`src/rtl/serial_adder.sv`:
```
// Digit-serial adder: streams two WIDTH-bit operands through a DIGIT-bit ripple slice, LSB first.
// Define SERIAL_ADDER_SUB_EN to add the sub port (a - b via ~b and forced carry-in).
module serial_adder #(
    parameter int WIDTH = 8,
    parameter int DIGIT = 1
) (
    input  logic             clk,
    input  logic             rst_n,
    input  logic             start,
    input  logic [WIDTH-1:0] a,
    input  logic [WIDTH-1:0] b,
    input  logic             cin,
`ifdef SERIAL_ADDER_SUB_EN
    input  logic             sub,
`endif
    output logic             busy,
    output logic             done,
    output logic [WIDTH-1:0] sum,
    output logic             cout,
    output logic             ovf
);

    localparam int N     = WIDTH / DIGIT;
    localparam int CNT_W = (N > 1) ? $clog2(N) : 1;
    localparam logic [CNT_W-1:0] LAST_DIGIT = CNT_W'(N - 1);

    if (WIDTH < 2 || DIGIT < 1 || (WIDTH % DIGIT) != 0) begin : g_bad_params
        $error("serial_adder: WIDTH must be >= 2 and a multiple of DIGIT");
    end

    typedef enum logic {
        IDLE = 1'b0,
        RUN  = 1'b1
    } state_t;

    state_t state, state_next;

    logic [WIDTH-1:0] a_sh, b_sh, sum_sh;
    logic             carry;
    logic [CNT_W-1:0] cnt;

    logic             load, step, last;
    logic [WIDTH-1:0] b_in;
    logic             c_in;

    logic [DIGIT:0]         digit_sum;
    logic [DIGIT-1:0]       digit_bits;
    logic                   digit_cout;
    logic                   msb_cin;
    logic [WIDTH+DIGIT-1:0] sum_cat;
    logic [WIDTH-1:0]       sum_shift;

    // Operand conditioning at start: subtraction is a + ~b + 1.
    always_comb begin
        b_in = b;
        c_in = cin;
`ifdef SERIAL_ADDER_SUB_EN
        if (sub) begin
            b_in = ~b;
            c_in = 1'b1;
        end
`endif
    end

    // One DIGIT-bit ripple slice; the carry into the MSB is recovered from the
    // top bit of the slice as a ^ b ^ sum, so it is valid for any DIGIT.
    always_comb begin
        digit_sum  = {1'b0, a_sh[DIGIT-1:0]} + {1'b0, b_sh[DIGIT-1:0]} + {{DIGIT{1'b0}}, carry};
        digit_bits = digit_sum[DIGIT-1:0];
        digit_cout = digit_sum[DIGIT];
        msb_cin    = a_sh[DIGIT-1] ^ b_sh[DIGIT-1] ^ digit_bits[DIGIT-1];
        sum_cat    = {digit_bits, sum_sh};
        sum_shift  = sum_cat[WIDTH+DIGIT-1:DIGIT];
    end

    // NOTE: sequential state uses non-blocking assignments so every register
    // samples pre-edge values, independent of statement order.
    always_ff @(posedge clk or negedge rst_n) begin
        if (!rst_n) begin
            state <= IDLE;
        end else begin
            state <= state_next;
        end
    end

    // NOTE: every always_comb output gets a default first so no path leaves it
    // unassigned, which would infer a latch.
    always_comb begin
        state_next = state;
        load       = 1'b0;
        step       = 1'b0;
        last       = 1'b0;
        unique case (state)
            IDLE: begin
                if (start) begin
                    load       = 1'b1;
                    state_next = RUN;
                end
            end
            RUN: begin
                step = 1'b1;
                if (cnt == LAST_DIGIT) begin
                    last       = 1'b1;
                    state_next = IDLE;
                end
            end
            default: state_next = IDLE;
        endcase
    end

    // Working registers; start while RUN never reaches load, so it has no effect.
    always_ff @(posedge clk or negedge rst_n) begin
        if (!rst_n) begin
            a_sh   <= '0;
            b_sh   <= '0;
            sum_sh <= '0;
            carry  <= 1'b0;
            cnt    <= '0;
        end else if (load) begin
            a_sh  <= a;
            b_sh  <= b_in;
            carry <= c_in;
            cnt   <= '0;
        end else if (step) begin
            a_sh   <= a_sh >> DIGIT;
            b_sh   <= b_sh >> DIGIT;
            sum_sh <= sum_shift;
            carry  <= digit_cout;
            cnt    <= cnt + CNT_W'(1);
        end
    end

    // Visible results only move on the final digit, so partial sums never leak.
    always_ff @(posedge clk or negedge rst_n) begin
        if (!rst_n) begin
            sum  <= '0;
            cout <= 1'b0;
            ovf  <= 1'b0;
            done <= 1'b0;
            busy <= 1'b0;
        end else begin
            if (last) begin
                sum  <= sum_shift;
                cout <= digit_cout;
                ovf  <= msb_cin ^ digit_cout;
            end
            done <= last;
            busy <= (state_next == RUN);
        end
    end

endmodule
```
`config.mk`:
```
export PLATFORM = sky130hd
export DESIGN_NAME = serial_adder
export DESIGN_NICKNAME = d
export VERILOG_FILES = /design/src/rtl/serial_adder.sv
export SDC_FILE = /design/constraint.sdc
export NUM_CORES = 1
export LEC_CHECK = 0
export ABC_AREA = 0
export ABC_CLOCK_PERIOD_IN_PS = 2000
export CAP_MARGIN = 20
export CORE_MARGIN = 1
export CORE_UTILIZATION = 30
export CTS_CLUSTER_DIAMETER = 60
export DETAILED_ROUTE_END_ITERATION = 12
export GPL_TIMING_DRIVEN = 0
export SYNTH_ARGS = -nofsm -noshare
export SYNTH_HDL_FRONTEND = slang
export SYNTH_SLANG_ARGS = --single-unit
```
`constraint.sdc`:
```
create_clock -name clk -period 2 [get_ports clk]
set_clock_uncertainty 0.15 [all_clocks]
set_input_delay 0.4 -clock clk [delete_from_list [all_inputs] [get_ports clk]]
set_output_delay 0.4 -clock clk [all_outputs]
set_load 0.05 [all_outputs]
```
---- Yosys cells after proc, flatten, opt, wreduce, memory -nomap -nowiden ----
Index checks and enable logic that the tools add are counted.
operators by class
  add/subtract/negate cells ............... 3
  eq/ne operators ......................... 1
  multiplexer cells ....................... 15
  bitwise operators ....................... 5
  reductions and logical operators ........ 2
operator list
  operator             number
  $mux 8               4
  $mux 1               8
  $mux 3               2
  $add 3x1->3 const B  1
  $eq 3x3->1 const B   1
  $xor 1x1->1          3
  $add 1x1->2          1
  $add 2x1->2          1
  $not 1->1            2
  $pmux 1 s2           1
  $reduce_and 2->1     1
  $reduce_bool 2->1    1
storage, ports and cells
  register bits after elaboration ......... 40
  input bits .............................. 20
  output and inout bits ................... 12
  logic and storage cells ................. 36

---- Depth between registers and ports, before layout ----
  depth in word-level cells ............... 4
  depth in mapped cells ................... 6
  depth with buffers taken out ............ 5

---- Worst setup path after synthesis ----
Ideal clock, no wire load.
  kind .................................... register to register
  from .................................... reg a_sh[0]
  to ...................................... reg ovf
  setup time .............................. 0.127 ns
  data arrival time ....................... 1.308 ns
  required time ........................... 1.723 ns
  setup slack ............................. 0.415 ns
  stages on the path, launching flop included .. 5
  path buffers ............................ 0
  clock period less this slack ............ 1.585 ns
  cell sequence ........................... dfrtp_1 fa_1 xnor2_1 xnor2_1 o21ai_0
between the ends
  cells in the longest elaborated chain, start to end .. 4
  elaborated cells between the ends (all ways) .. 5
  classes of those cells .................. 2 x add/sub; 3 x bitwise
RTL lines
  what                    line  RTL
  from (decl)             38    logic [WIDTH-1:0] a_sh, b_sh, sum_sh;
  from (signal assigned)  125   a_sh <= a_sh >> DIGIT;
  $add 1x1->2             68    digit_sum = {1'b0, a_sh[DIGIT-1:0]} + {1'b0, b_sh[DIGIT-1:0]} + {{DIGIT{1'b0}}, carry};
  $add 2x1->2             68
  via digit_sum[0]        46    logic [DIGIT:0] digit_sum;
  $xor 1x1->1             71    msb_cin = a_sh[DIGIT-1] ^ b_sh[DIGIT-1] ^ digit_bits[DIGIT-1];
  $xor 1x1->1             145   ovf <= msb_cin ^ digit_cout;
  to (signal assigned)    145
  to (decl)               20    output logic ovf
The timed path passes the listed nets, and every way through them passes these cells.
A chain may end at the register's enable or synchronous reset.

---- Final worst setup path ----
  from .................................... reg done
  to ...................................... out done
RTL lines
  what                    line  RTL
  from (decl)             17    output logic done,
  from (signal assigned)  147   done <= last;
No word-level cell between the ends.

==> impl_results.md <==
* Slew @ Worst Pin at about 0.84 ns
* Status: completed
* CTS Hold Bufs at 0
* Footprint of the multi-input gates at 649 sq um
* Worst relative slew slack at 0.440
* Final Critical Period at 1.94 ns
* Yosys cell types at 18
* Placement row count at 27
* Mean Syn Cell Area at 13.3 sq um
* Clock Latency Late Sink at 0.28 ns
* Max stage delay cell, worst path: clkdlybuf4s50_1
* Num ports at 32
* Via count at between 1k and 1.5k
* Synthesized netlist net count at roughly 150
* Post-synthesis sequential area ratio at 0.573
* Synth area leader: dfrtp_1
* DRC viols at 0
* Layout cell share with drive strength beyond 1 at 0.189
* CTS tree: done
* Post-synth top area share at 0.573
* Setup-failing EPs final at 0
* Fillers at 537
* Die ar. at 5980 sq um
* LEAKAGE at 1.15 nW
* Clk pin slew, worst setup/hold paths at 0.07 ns
* Peak VDD IR at 0.581 mV
* Initial antenna violation count at 0
* MaxCap Viol Count at 0
* Number of diodes at 0
* Area Growth Syn to Fin at 28.3%
* Pwr Density at 1540 nW/um^2
* Top delay family on crit path: buffers and inverters
* CTS H-Tree Depth at 2
* EDFF count, synth at 0
* Max incr delay on CP at 0.79 ns
* DR vias/cell at between 4 and 5
* Commonest cells post-synth: 39 x dfrtp_1, 18 x mux2i_1, 16 x nand2_1, 16 x o21ai_0, 10 x mux2_2
* Synthesized area at 1700 sq um
* Post-synth ARST share at 1.00
* GRT overflow at 0
* CP Data Arrival Time at 1.39 ns
* Vias in the first global route at around 1.1k
* Hold Crit Class: in -> async
* TritonRoute pass-1 iters at 4
* Routability cong. at 0.680
* CTS Buf Count at 5
* Core area at between 5000 and 6000 sq um
* Fin. max-slew vios at 0
* Most numerous cell in the Yosys netlist: dfrtp_1
* Dominant cells by area after synthesis: dfrtp_1 57%, mux2i_1 11%, mux2_2 6.6%
* IO Port Bufs at 30
* Antenna violation net count after detailed routing at 0
* Nets at 188
* Core Util, Final at 0.399
* First-pass GRT wire length at 5330 um
* Final Hold Fails at 0
* Fin crit share at 0.970
* Crit-path cells: clkdlybuf4s50_1
* Clock Path Buffers at 2
* CTS sink count at 39
* Setup CP Type: reg -> out
* Post-synth top flop: dfrtp_1
* Syn. warnings at 0
* CP endpoint kind: primary output
* Initial Utilization at 0.311
* RSZ-0062 raised after global routing: false
* Clock root cell: clkbuf_8
* Largest net degree at the start of global routing at 40
* DIE HEIGHT at roughly 77 um
* Data required, critical path at 1.45 ns
* 1st-iter DRT viols at 44
* Die X at approximately 77 um
* Tot Pwr at 3.37 mW
* Seq. cell area at about 980 sq um
* Max Clock Freq at 516 MHz
* GRT Overall Usage at 0.116
* Critical Path Source Type: flop
* Critical-path maximum fanout at 1
* HPWL after DPL at 2170 um
* Gate count of the mapped netlist at 128
* Buffers & Inverters on Critical Path at 1
* Final wirelength at roughly 3000 um
* Synth Register Bits at 39
* Wire per inst at 12.7 um
-- placed cells by master, fill, tap and decap left out --
| cell | n |
|---|---|
| a22o_1 | 2 |
| buf_2 | 3 |
| buf_4 | 1 |
| buf_6 | 3 |
| buf_8 | 1 |
| clkbuf_1 | 2 |
| clkbuf_8 | 5 |
| clkdlybuf4s50_1 | 18 |
| dfrtp_1 | 39 |
| dlygate4sd2_1 | 1 |
| dlymetal6s2s_1 | 10 |
| fa_1 | 1 |
| ha_1 | 2 |
| inv_1 | 2 |
| mux2_2 | 10 |
| mux2_4 | 7 |
| mux2i_1 | 18 |
| nand2_1 | 16 |
| nand2_4 | 1 |
| nor2_1 | 3 |
| o21ai_0 | 16 |
| xnor2_1 | 3 |
-- stage by stage --
stage               setup slack [ns]  area, sq um  hold WS (ns)  instances  setup TNS [ns]
floorplan                      0.415         1700       -0.0456        128               0
global placement              -0.448         2090         0.314        230          -17.44
detailed placement             0.300         2090         0.319        230               0
CTS                          0.00176         2160         0.106        236               0
global route                  0.0227         2180         0.162        236               0
finish                        0.0605         2180        0.0710        236               0
-- cells by family after synthesis --
| kind of cell | share of synthesized area |
|---|---|
| buffers and inverters | 0.0456 |
| AO/OA/AOI/OAI | 0.0573 |
| adder cells (fa/ha/maj) | 0.0264 |
| XOR/XNOR | 0.0154 |
| AND/OR/NAND/NOR | 0.0485 |
| multiplexers | 0.234 |
| flip-flops | 0.573 |
-- worst paths after layout --
path	start	end	slack, ns	depth (start not counted)
worst max-delay path	done	done	0.06	1
max in group asynchronous	rst_n	b_sh[5]	1.11	1
worst min-delay path	rst_n	sum[3]	0.07	1
worst min register to register	ovf	ovf	0.32	2
min in group clk	ovf	ovf	0.32	2
worst max register to register	a_sh[0]	ovf	0.33	4
-- timing repair --
item / CTS / global route
setup buffers: 0 / 0
pin swaps: 0 / 0
resized for setup: 1 / 10
endpoints found under the setup margin: 1 / 10
-- area by class of cell --
cell class	instances	share of cell area
clock buffer	6	0.0332
tap	72	0.0412
sequential	39	0.447
buffer	8	0.0321
multi-input combinational	79	0.297
inverter	2	0.00344
timing repair buffer	30	0.146
-- state kept, by name, indices dropped and copies added (netlist names) --
name / count
a_sh: 8
b_sh: 8
busy: 1
carry: 1
cnt: 3
cout: 1
done: 1
ovf: 1
sum: 8
sum_sh: 7
-- report_power, final --
group	leakage (nW)	switching [mW]	internal [mW]
sequential	0.501	0.190	1.13
clock	0.0371	0.238	0.232
combinational	0.607	0.854	0.730
total	1.15	1.28	2.09
-- metal layers --
layer	share of wire	vias up	track usage
li1	-	510	-
met1	0.46	516	0.141
met2	0.48	32	0.193
met3	0.053	4	0.0318
met4	0.012	0	0.0509
met5	0	-	0
Note: power is estimated with default switching activity, not from simulation.
==> RTL change: new RTL, same flow settings <==
The parameter `WIDTH` goes from 8 to 16.
--- a/src/rtl/serial_adder.sv
+++ b/src/rtl/serial_adder.sv
@@ -1,7 +1,7 @@
 // Digit-serial adder: streams two WIDTH-bit operands through a DIGIT-bit ripple slice, LSB first.
 // Define SERIAL_ADDER_SUB_EN to add the sub port (a - b via ~b and forced carry-in).
 module serial_adder #(
-    parameter int WIDTH = 8,
+    parameter int WIDTH = 16,
     parameter int DIGIT = 1
 ) (
     input  logic             clk,
Ports: changed (resized a, b and sum); port bits go from 32 to 56. The function was not compared with the original's and may differ.
==> RTL change against the unedited design <==
Sequential cell count is 33 higher. Routed wire length is 110% higher. Power is 95% higher. Combinational power is 50% higher. Design area is 86% higher. Worst setup slack better by 21 ps. Via count is 96% higher. Area after synthesis is 78% higher. Utilization is 1.6 points higher. Global-route usage is 1.6 points higher. Count of clock-buffer cells in the layout is 3 higher. Highest routed layer unchanged.
==> RTL change: results (changes against the unedited design) <==
[status]
status=finished clean

[synthesis]
ys_seq_area_share_pct=59.38  ; +2.1 points
synth_compound_area_share_pct=6.351  ; +0.62 points
synth-xor-area-share_pct=1.155  ; -0.39 points
synth_top_area_share_pct=59.38  ; +2.1 points
muxShareOfSynthArea_pct=16.82  ; -6.5 points
synthesis.nets=309  ; +100%
synth.most_common_cell=nand2_1
synthAdderAreaFrac_pct=1.072  ; -1.6 points
synth.distinct_cells=19  ; +1
ys_top_cells_by_area=dfrtp_1 (59%), mux2i_1 (11%), nand2_1 (10%), mux2_2 (5.9%), o21ai_0 (5.3%)
synth_common_cells=nand2_1 (83), dfrtp_1 (72), mux2i_1 (33)

[critical_path]
worst_ep_arrival_time_ps=1370  ; -20 ps
cpLargestDelayFamily=buffers and inverters
r2r-end=ovf$_DFFE_PN0P_
slowest_delay_ps=560  ; -230 ps
worstSetupEndpoint=busy
ff2ff_setup_slack_ps=290  ; -40 ps
cp_max_fo=6  ; +5
worst_path_max_delay_cell=dlygate4sd2_1
reg2reg_from=a_sh[0]$_DFFE_PN0P_
crit_start=busy$_DFF_PN0_

[global_routing]
grt_pass1_vias=2230  ; +95%
grt_pass1_wl_um=10490  ; +97%
antenna_found_initial=0  ; unchanged
grt_util_all_layers_pct=13.22  ; +1.6 points
grt_max_degree=73  ; +83%

[finish]
largestRegisters=a_sh (16), b_sh (16), sum (16)
finish.net_count=376  ; +100%
drive_gt1_share_pct=14.04  ; -4.9 points

[power_and_ir_drop]
power_density_nw_per_um2=1621  ; +5.0%
p_clk_share_pct=26.8  ; +13 points
p_leak_uw=0.001974  ; +72%
ir_drop_mv=0.7541  ; +30%
largestPowerGroup=sequential cells
switching_share_pct=36.13  ; -1.9 points
pg_comb_uw=2370  ; +50%

[clock_network]
h-tree-depth=3  ; +1
cts_buffers=9  ; +4
post_cts_resized=20  ; +19
ctsLongestPathBuffers=2  ; unchanged
hold_buffers=1  ; +1
clk_pin_slew_worst_paths_ps=70  ; about the same
clock_latency_ps=340  ; +60 ps

[detailed_routing]
avgRoutedWirePerCell_um=12.96  ; +2.0%
num_vias=2086  ; +96%
drt_iter0_markers=77  ; +75%
drc=0  ; unchanged

[placed_design]
post-dp-hpwl_um=4108  ; +90%
dp_slack_ps=163.9  ; -135.7 ps
gp_congestion=0.6903  ; +1.6%
port_buffers=54  ; +80%

[sta]
fin_crit_sh_pct=95.92  ; -1.1 points
setup_violations=0  ; unchanged
finalHoldWorstSlack_ps=305.0  ; +234.0 ps
slew-limit-headroom_pct=66.16  ; +22 points

[worst_hold_path]
min_to=busy$_DFF_PN0_
min_path_cells=3
hold_path_class=in -> reg

-- RTL change: worst min-delay path: stages --
cell and delay, ps:
buf_4 150, nor2_1 110, nor2_1 90
-- RTL change: layout make-up --
| type | instances | area [µm²] |
|---|---|---|
| Buffer | 16 | 116.4 |
| Clock buffer | 9 | 123.9 |
| Clock inverter | 6 | 180.2 |
| Fill cell | 964 | 5719 |
| Inverter | 2 | 7.507 |
| Multi-Input combinational cell | 181 | 1109 |
| Sequential cell | 72 | 1802 |
| Tap cell | 133 | 166.4 |
| Timing Repair Buffer | 56 | 550.5 |
-- RTL change: per-stage QoR --
step / cell area, µm² / std cells
detailed placement: 3766 / 459
CTS: 4055 / 475
finish: 4055 / 475
global route: 4055 / 475
floorplan: 3034 / 271
global placement: 3741 / 458
-- RTL change: metal layers --
metal  global-route usage, %  wire length [µm]
met2                   20.56              2730
met5                       0                 0
met4                   4.615                57
met3                   4.678               390
met1                   17.07              2978
